$ cat src/rtl/prog_loader_fetch.sv
// Instruction front end: loads a byte-stream program into local memory,
// then serves the processor's pc with zero-latency fetches.
module prog_loader_fetch #(
  parameter int         DEPTH = 64,
  parameter logic [7:0] NOP   = 8'h00
) (
  input  logic       clk,
  input  logic       reset,
  input  logic       load_start,
  input  logic       load_valid,
  input  logic [7:0] load_data,
  input  logic       load_last,
  output logic       load_ready,
  input  logic [7:0] pc,
  output logic [7:0] instruction,
  output logic       cpu_run,
  output logic [7:0] prog_len,
  output logic       load_err
);

  localparam int AW = (DEPTH > 1) ? $clog2(DEPTH) : 1;
  localparam logic [AW-1:0] PTR_LAST = AW'(DEPTH - 1);
  localparam logic [7:0]    LEN_FULL = 8'(DEPTH);

  typedef enum logic [1:0] {
    S_IDLE,
    S_LOAD,
    S_RUN,
    S_ERR
  } state_t;

  state_t          r_state;
  state_t          w_next;
  logic [AW-1:0]   r_ptr;
  logic [7:0]      r_len;
  logic            r_err;
  logic [7:0]      r_mem [DEPTH];

  logic            w_beat;
  logic            w_enter;
  logic            w_at_end;
  logic [7:0]      w_ptr_len;
  logic            w_hit;

  assign w_beat    = load_valid & load_ready;
  assign w_enter   = load_start & (r_state != S_LOAD);
  assign w_at_end  = (r_ptr == PTR_LAST);
  assign w_ptr_len = {{(8-AW){1'b0}}, r_ptr} + 8'd1;

  always_ff @(posedge clk or negedge reset) begin
    if (!reset) r_state <= S_IDLE;
    else        r_state <= w_next;
  end

  always_comb begin
    w_next     = r_state;
    load_ready = 1'b0;
    cpu_run    = 1'b0;
    unique case (r_state)
      S_IDLE: if (load_start) w_next = S_LOAD;
      S_LOAD: begin
        load_ready = 1'b1;
        if (load_valid) begin
          if (load_last)     w_next = S_RUN;
          else if (w_at_end) w_next = S_ERR;
        end
      end
      S_RUN: begin
        cpu_run = 1'b1;
        if (load_start) w_next = S_LOAD;
      end
      S_ERR: if (load_start) w_next = S_LOAD;
    endcase
  end

  always_ff @(posedge clk or negedge reset) begin
    if (!reset) begin
      r_ptr <= '0;
      r_len <= '0;
      r_err <= 1'b0;
    end else if (w_enter) begin
      r_ptr <= '0;
      r_len <= '0;
      r_err <= 1'b0;
    end else if (w_beat) begin
      r_ptr <= r_ptr + 1'b1;
      if (load_last) begin
        r_len <= w_ptr_len;
      end else if (w_at_end) begin
        r_len <= LEN_FULL;
        r_err <= 1'b1;
      end
    end
  end

  // Storage is deliberately not reset; stale bytes stay masked by prog_len.
  always_ff @(posedge clk) begin
    if (w_beat) r_mem[r_ptr] <= load_data;
  end

  assign w_hit       = (r_state == S_RUN) && (pc < r_len);
  assign instruction = w_hit ? r_mem[pc[AW-1:0]] : NOP;
  assign prog_len    = r_len;
  assign load_err    = r_err;

endmodule

$ cat config.mk
export PLATFORM = sky130hd
export DESIGN_NAME = prog_loader_fetch
export DESIGN_NICKNAME = d
export VERILOG_FILES = /design/src/rtl/prog_loader_fetch.sv
export SDC_FILE = /design/constraint.sdc
export NUM_CORES = 1
export LEC_CHECK = 0
export ABC_AREA = 1
export CAP_MARGIN = 20
export CORE_ASPECT_RATIO = 0.7
export CORE_MARGIN = 4
export CORE_UTILIZATION = 28
export CTS_CLUSTER_DIAMETER = 120
export CTS_CLUSTER_SIZE = 24
export DETAILED_ROUTE_END_ITERATION = 8
export DONT_BUFFER_PORTS = 1
export GPL_TIMING_DRIVEN = 0
export PLACE_DENSITY = 0.49
export RECOVER_POWER = 100
export SETUP_SLACK_MARGIN = 0.02
export SLEW_MARGIN = 20
export SYNTH_ARGS = -nofsm -noshare
export SYNTH_HDL_FRONTEND = slang
export SYNTH_SLANG_ARGS = --single-unit
$ cat constraint.sdc
create_clock -name clk -period 1.9 [get_ports clk]
set_input_delay 0.095 -clock clk [delete_from_list [all_inputs] [get_ports clk]]
set_output_delay 0.095 -clock clk [all_outputs]
set_load 0.05 [all_outputs]
After elaboration in Yosys (flattened, before gate mapping). Memory sizes are Yosys's and may differ from the RTL's. Index checks and enable logic that the tools add are counted.

Add/subtract/negate cells: 2. $lt $le $gt $ge: 1. Eq/ne operators: 9. Multiplexer cells: 20. Bitwise operators: 2. Reduce and logical (&&, ||, !) cells: 9.

Operators by type and width (count): $mux 8 (5); $mux 6 (2); $lt 8x8->1 (1); $mux 1 (8); $mux 2 (4); $add 6x1->7 const B (1); $add 6x1->6 const B (1); $eq 6x6->1 const B (1); $ne 2x1->1 const B (3); $reduce_and 3->1 (2); $eq 2x2->1 const B (2); $pmux 2 s2 (1); $reduce_bool 2->1 (2); $ne 3x3->1 const B (1); $reduce_bool 3->1 (1); $reduce_or 3->1 (1); $and 1x1->1 (2); $eq 2x1->1 const B (1); $logic_not 2->1 (1); $ne 2x2->1 const B (1); $reduce_and 2->1 (1); $logic_and 1x1->1 (1).

Register bits: 17. RAM bits: 512. Output and inout port bits: 19. Word-level logic and storage cells: 48. Memories: 1.

Memories: r_mem (words 64, width 8, rd ports 1, clocked after memory_dff 0, wr ports 1, line 37) `logic [7:0] r_mem [DEPTH];`.

Depth between registers and ports, before layout.
Word-level depth: 5. Gate-level depth with buffers: 13. Depth with buffers taken out: 11.

Worst setup path before layout. OpenSTA, ideal clock, no wires.

Path kind: register to register. Start point: reg r_state[1]. End point: mem r_mem[57][0], enable pin. Library setup time: 0.395 ns. Data arrival time: 2.196 ns. Data required time: 1.505 ns. Path slack: -0.691 ns. Cell stages (with the launch flop): 6. Clock period less this slack: 2.591 ns. Cells stage by stage: dfrtp_1 -> nor2_2 -> nand2_1 -> inv_2 -> nand2_1 -> nor4_1.

Word-level cells in the longest chain between the ends: 5.

RTL lines: start: declaration (line 32) `state_t r_state;`; start signal: assignment (line 52) `else r_state <= w_next;`; $eq 2x1->1 (line 59) `unique case (r_state)`; $mux 1 (line 59); via load_ready (line 13) `output logic load_ready,`; $and 1x1->1 (line 45) `assign w_beat = load_valid & load_ready;`; $mux 1 (line 98) `if (w_beat) r_mem[r_ptr] <= load_data;`; $mux 1 (not written as such) (line 98); end: declaration (line 37).

The timed path passes the listed nets, and every way through them passes these cells.

Final worst setup path.
Start point: reg r_len[5], in the netlist prog_len[5]. End point: out instruction[0].

Word-level cells in the longest chain between the ends: 3.

RTL lines: start: declaration (line 35) `logic [7:0] r_len;`; start signal: assignment (line 88) `r_len <= w_ptr_len;`; $lt 8x8->1 (line 101) `assign w_hit = (r_state == S_RUN) && (pc < r_len);`; $logic_and 1x1->1 (line 101); $mux 8 (line 102) `assign instruction = w_hit ? r_mem[pc[AW-1:0]] : NOP;`; end: declaration (line 15) `output logic [7:0] instruction,`.

Every way passes these cells.

==> flow_summary.ini <==
[status]
status = finished with violations
violations = max-capacitance violations, max-slew violations, negative setup slack

[floorplan]
io_pins = 40
fp.dieArea_mm2 = 0.0863
core_mm2 = 0.0808
dieWidth_um = 350
row_count = 87
start_util = 0.283
die-height_um = 247

[synthesis]
synth.top_cell.area_share = 0.673
ys.warnings.count = 0
synth_xor_area_frac = 0.000766
synth-edff-count = 512
synth_seq_cells = 528
synth_cell_types = 35
synth_fp_nets = 2174
synthMuxAreaShare = 0
yosysMostFrequentCell = nand2_1
synth_compound_area_frac = 0.0118
ys.flop_type = edfxtp_1
netlist_top_cells_area = edfxtp_1, nand2_1, nand3_1
syn_area_mm2 = 0.0229
async_flop_share = 0.0303
ys_seq_area_frac = 0.690
synth_commonest_cells = nand2_1, edfxtp_1, nand3_1
yosys.area.top_type = edfxtp_1
synth-simple-area-share = 0.226
synthCells = 2146
syn_area_per_cell_um2 = 10.7
synth_top_family_by_area = simple AND/OR/NAND/NOR gates
yosys.area_share.adder = 0.00383

[min_path]
hp-class = input pin to async pin

[route]
drt-pass1-iter-count = 6
vias = 16571
detail_route.wl_per_cell_um = 25.8
ant_nets = 0
route.detailed.drc = 0
drt_iter0_markers = 2381
viasPerCell = 4.98
drt-total-wl_um = 86000

[worst_setup_path]
cp_max_fo = 8
cpMaxStageDelayCell = dfrtp_2
path_delay_family = simple AND/OR/NAND/NOR gates
timing.critical_path.buf_inv = 2
startpoint_type = flop
path_cells = inv_2, ha_4, a21o_1, a211oi_2, and3_4, clkbuf_16, nand2_4, nor2_4
max_stage_delay_ns = 0.55
end_kind = primary output
critical_path_class = flop to primary output
worstPathRequired_ns = 1.80
cp.arrival_ns = 2.73

[placement]
port_buffers = 0
gp_congestion = 0.940
placed_area_mm2 = 0.0249
dpl_worst_slack_ns = -0.725
placed_cells_incl_taps = 3214
dp_hpwl_um = 59400

[global_routing]
grt_pass1_wl_um = 119000
track_usage = 0.196
antenna_found_initial = 1
grt_pass1_vias = 15182
grt_start_max_net_pins = 65
grt.overflow.total = 0

[finish]
drive_gt1_frac = 0.147
finalInstanceArea_mm2 = 0.0268
fin_util = 0.331
nNetsFinal = 2278
syn2layout_area_growth_pct = 17.1
finalNonFillerCells = 3329

[timing]
timing.hold.ws_ns = 0.00612
worst_slew_margin_rel = -0.195
hold_viol = 0
fmax_mhz = 354
worst_pin_slew_ns = 1.79
finalCriticalPeriod_ns = 2.82
drv_slew = 456
rsz0062_at_grt = true
setup_slack_ns = -0.923
fin_crit_sh = 1.49
skew_ns = 0.0154
setup_viol = 529

[flow_run]
maxCapViolCount = 7

[power]
vdd_drop_max_v = 0.000617
p_leak_uw = 0.0100
p_per_area_mw_per_mm2 = 834

[clock_tree]
cts_tree = yes
numCtsBuffers = 25
root_buffer = clkbuf_16
h-tree-depth = 1
clock_sinks = 528
worst_skew_pair.late_latency_ns = 0.60
clkSlewWorstSetupHoldPaths_ns = 0.10
cts.path.max_buffers = 3
==> layout make-up <==
type	instances	area (um2)
antenna	3	7.51
buffer	111	607
clock buffer	35	663
fill	8069	54000
inverter	255	978
multi-input combinational	1251	6390
sequential	528	15800
tap	1068	1340
timing repair buffer	78	993
==> sequential cells by signal, indices dropped and copies added (netlist names) <==
register  cells
r_mem       512
r_state       2
load_err      1
prog_len      7
r_ptr         6
==> worst register-to-register path, delay by kind of cell (launching register included) <==
| family | cells | cell delay (ns) |
|---|---|---|
| buffers and inverters | 4 | 0.55 |
| flip-flops | 1 | 0.37 |
| AND/OR/NAND/NOR | 5 | 1.09 |
==> cells by family after synthesis <==
family          count (synthesis)
buf+inv                       367
simple gates                 1196
fa+ha+maj                       7
compound gates                 45
other cells                     1
xor+xnor                        2
flops                         528
==> metrics by stage <==
stage,total power [uW],setup TNS [ns]
after global placement,15800,-212.52
after global routing,23000,-235.84
after CTS,22200,-84.59
after detailed placement,15800,-226.03
after floorplan,14900,-3.26
final,22300,-181.05
==> final timing paths <==
kind                              from        endpoint  slack [ns]  cells past startpoint
max reg2reg                 r_state[0]    r_mem[54][6]       -0.44                      9
min in group clk            load_start      r_state[1]        0.23                      2
min reg2reg                 r_state[1]      r_state[1]        0.70                      2
max in group asynchronous        reset     prog_len[0]        1.36                      1
min                              reset      r_state[1]       0.006                      1
max                        prog_len[5]  instruction[0]       -0.92                      8
==> power by group <==
part	switching [uW]	internal, uW
Combinational	2220	771
Clock	3660	2440
Sequential	275	12900
Total	6160	16200
==> per-layer routing <==
layer  track usage  wire length [um]  vias to the layer above
met5             0                40                        -
met4        0.0242              1120                        6
met3        0.0617             10700                       70
met2         0.260             32500                      801
met1         0.314             41600                     8363
li1              -                 -                     7331
==> cell usage in the layout, fill, tap and decap left out, types with 8 or more instances in the layout <==
| cell type | n |
|---|---|
| buf_12 | 30 |
| clkbuf_2 | 12 |
| o211ai_1 | 9 |
| clkbuf_1 | 35 |
| or2_2 | 44 |
| nand2_4 | 8 |
| buf_4 | 30 |
| buf_2 | 44 |
| buf_6 | 15 |
| nor2_1 | 17 |
| clkbuf_16 | 26 |
| inv_1 | 245 |
| nand2_1 | 625 |
| o22ai_1 | 9 |
| dlygate4sd3_1 | 12 |
| buf_1 | 19 |
| dfrtp_2 | 10 |
| o21ai_0 | 18 |
| nor2_4 | 73 |
| nand3_4 | 10 |
| edfxtp_1 | 512 |
| nand3_1 | 383 |
| or2_1 | 19 |
==> repair_timing <==
action | CTS | global route
pin swaps | 36 | 22
buffers inserted | 39 | 19
hold buffers | 20 | 0
resized for setup | 37 | 15
setup endpoints to repair | 530 | 530
hold endpoints to repair | 544 | 0
Note: power is estimated with default switching activity, not from simulation.
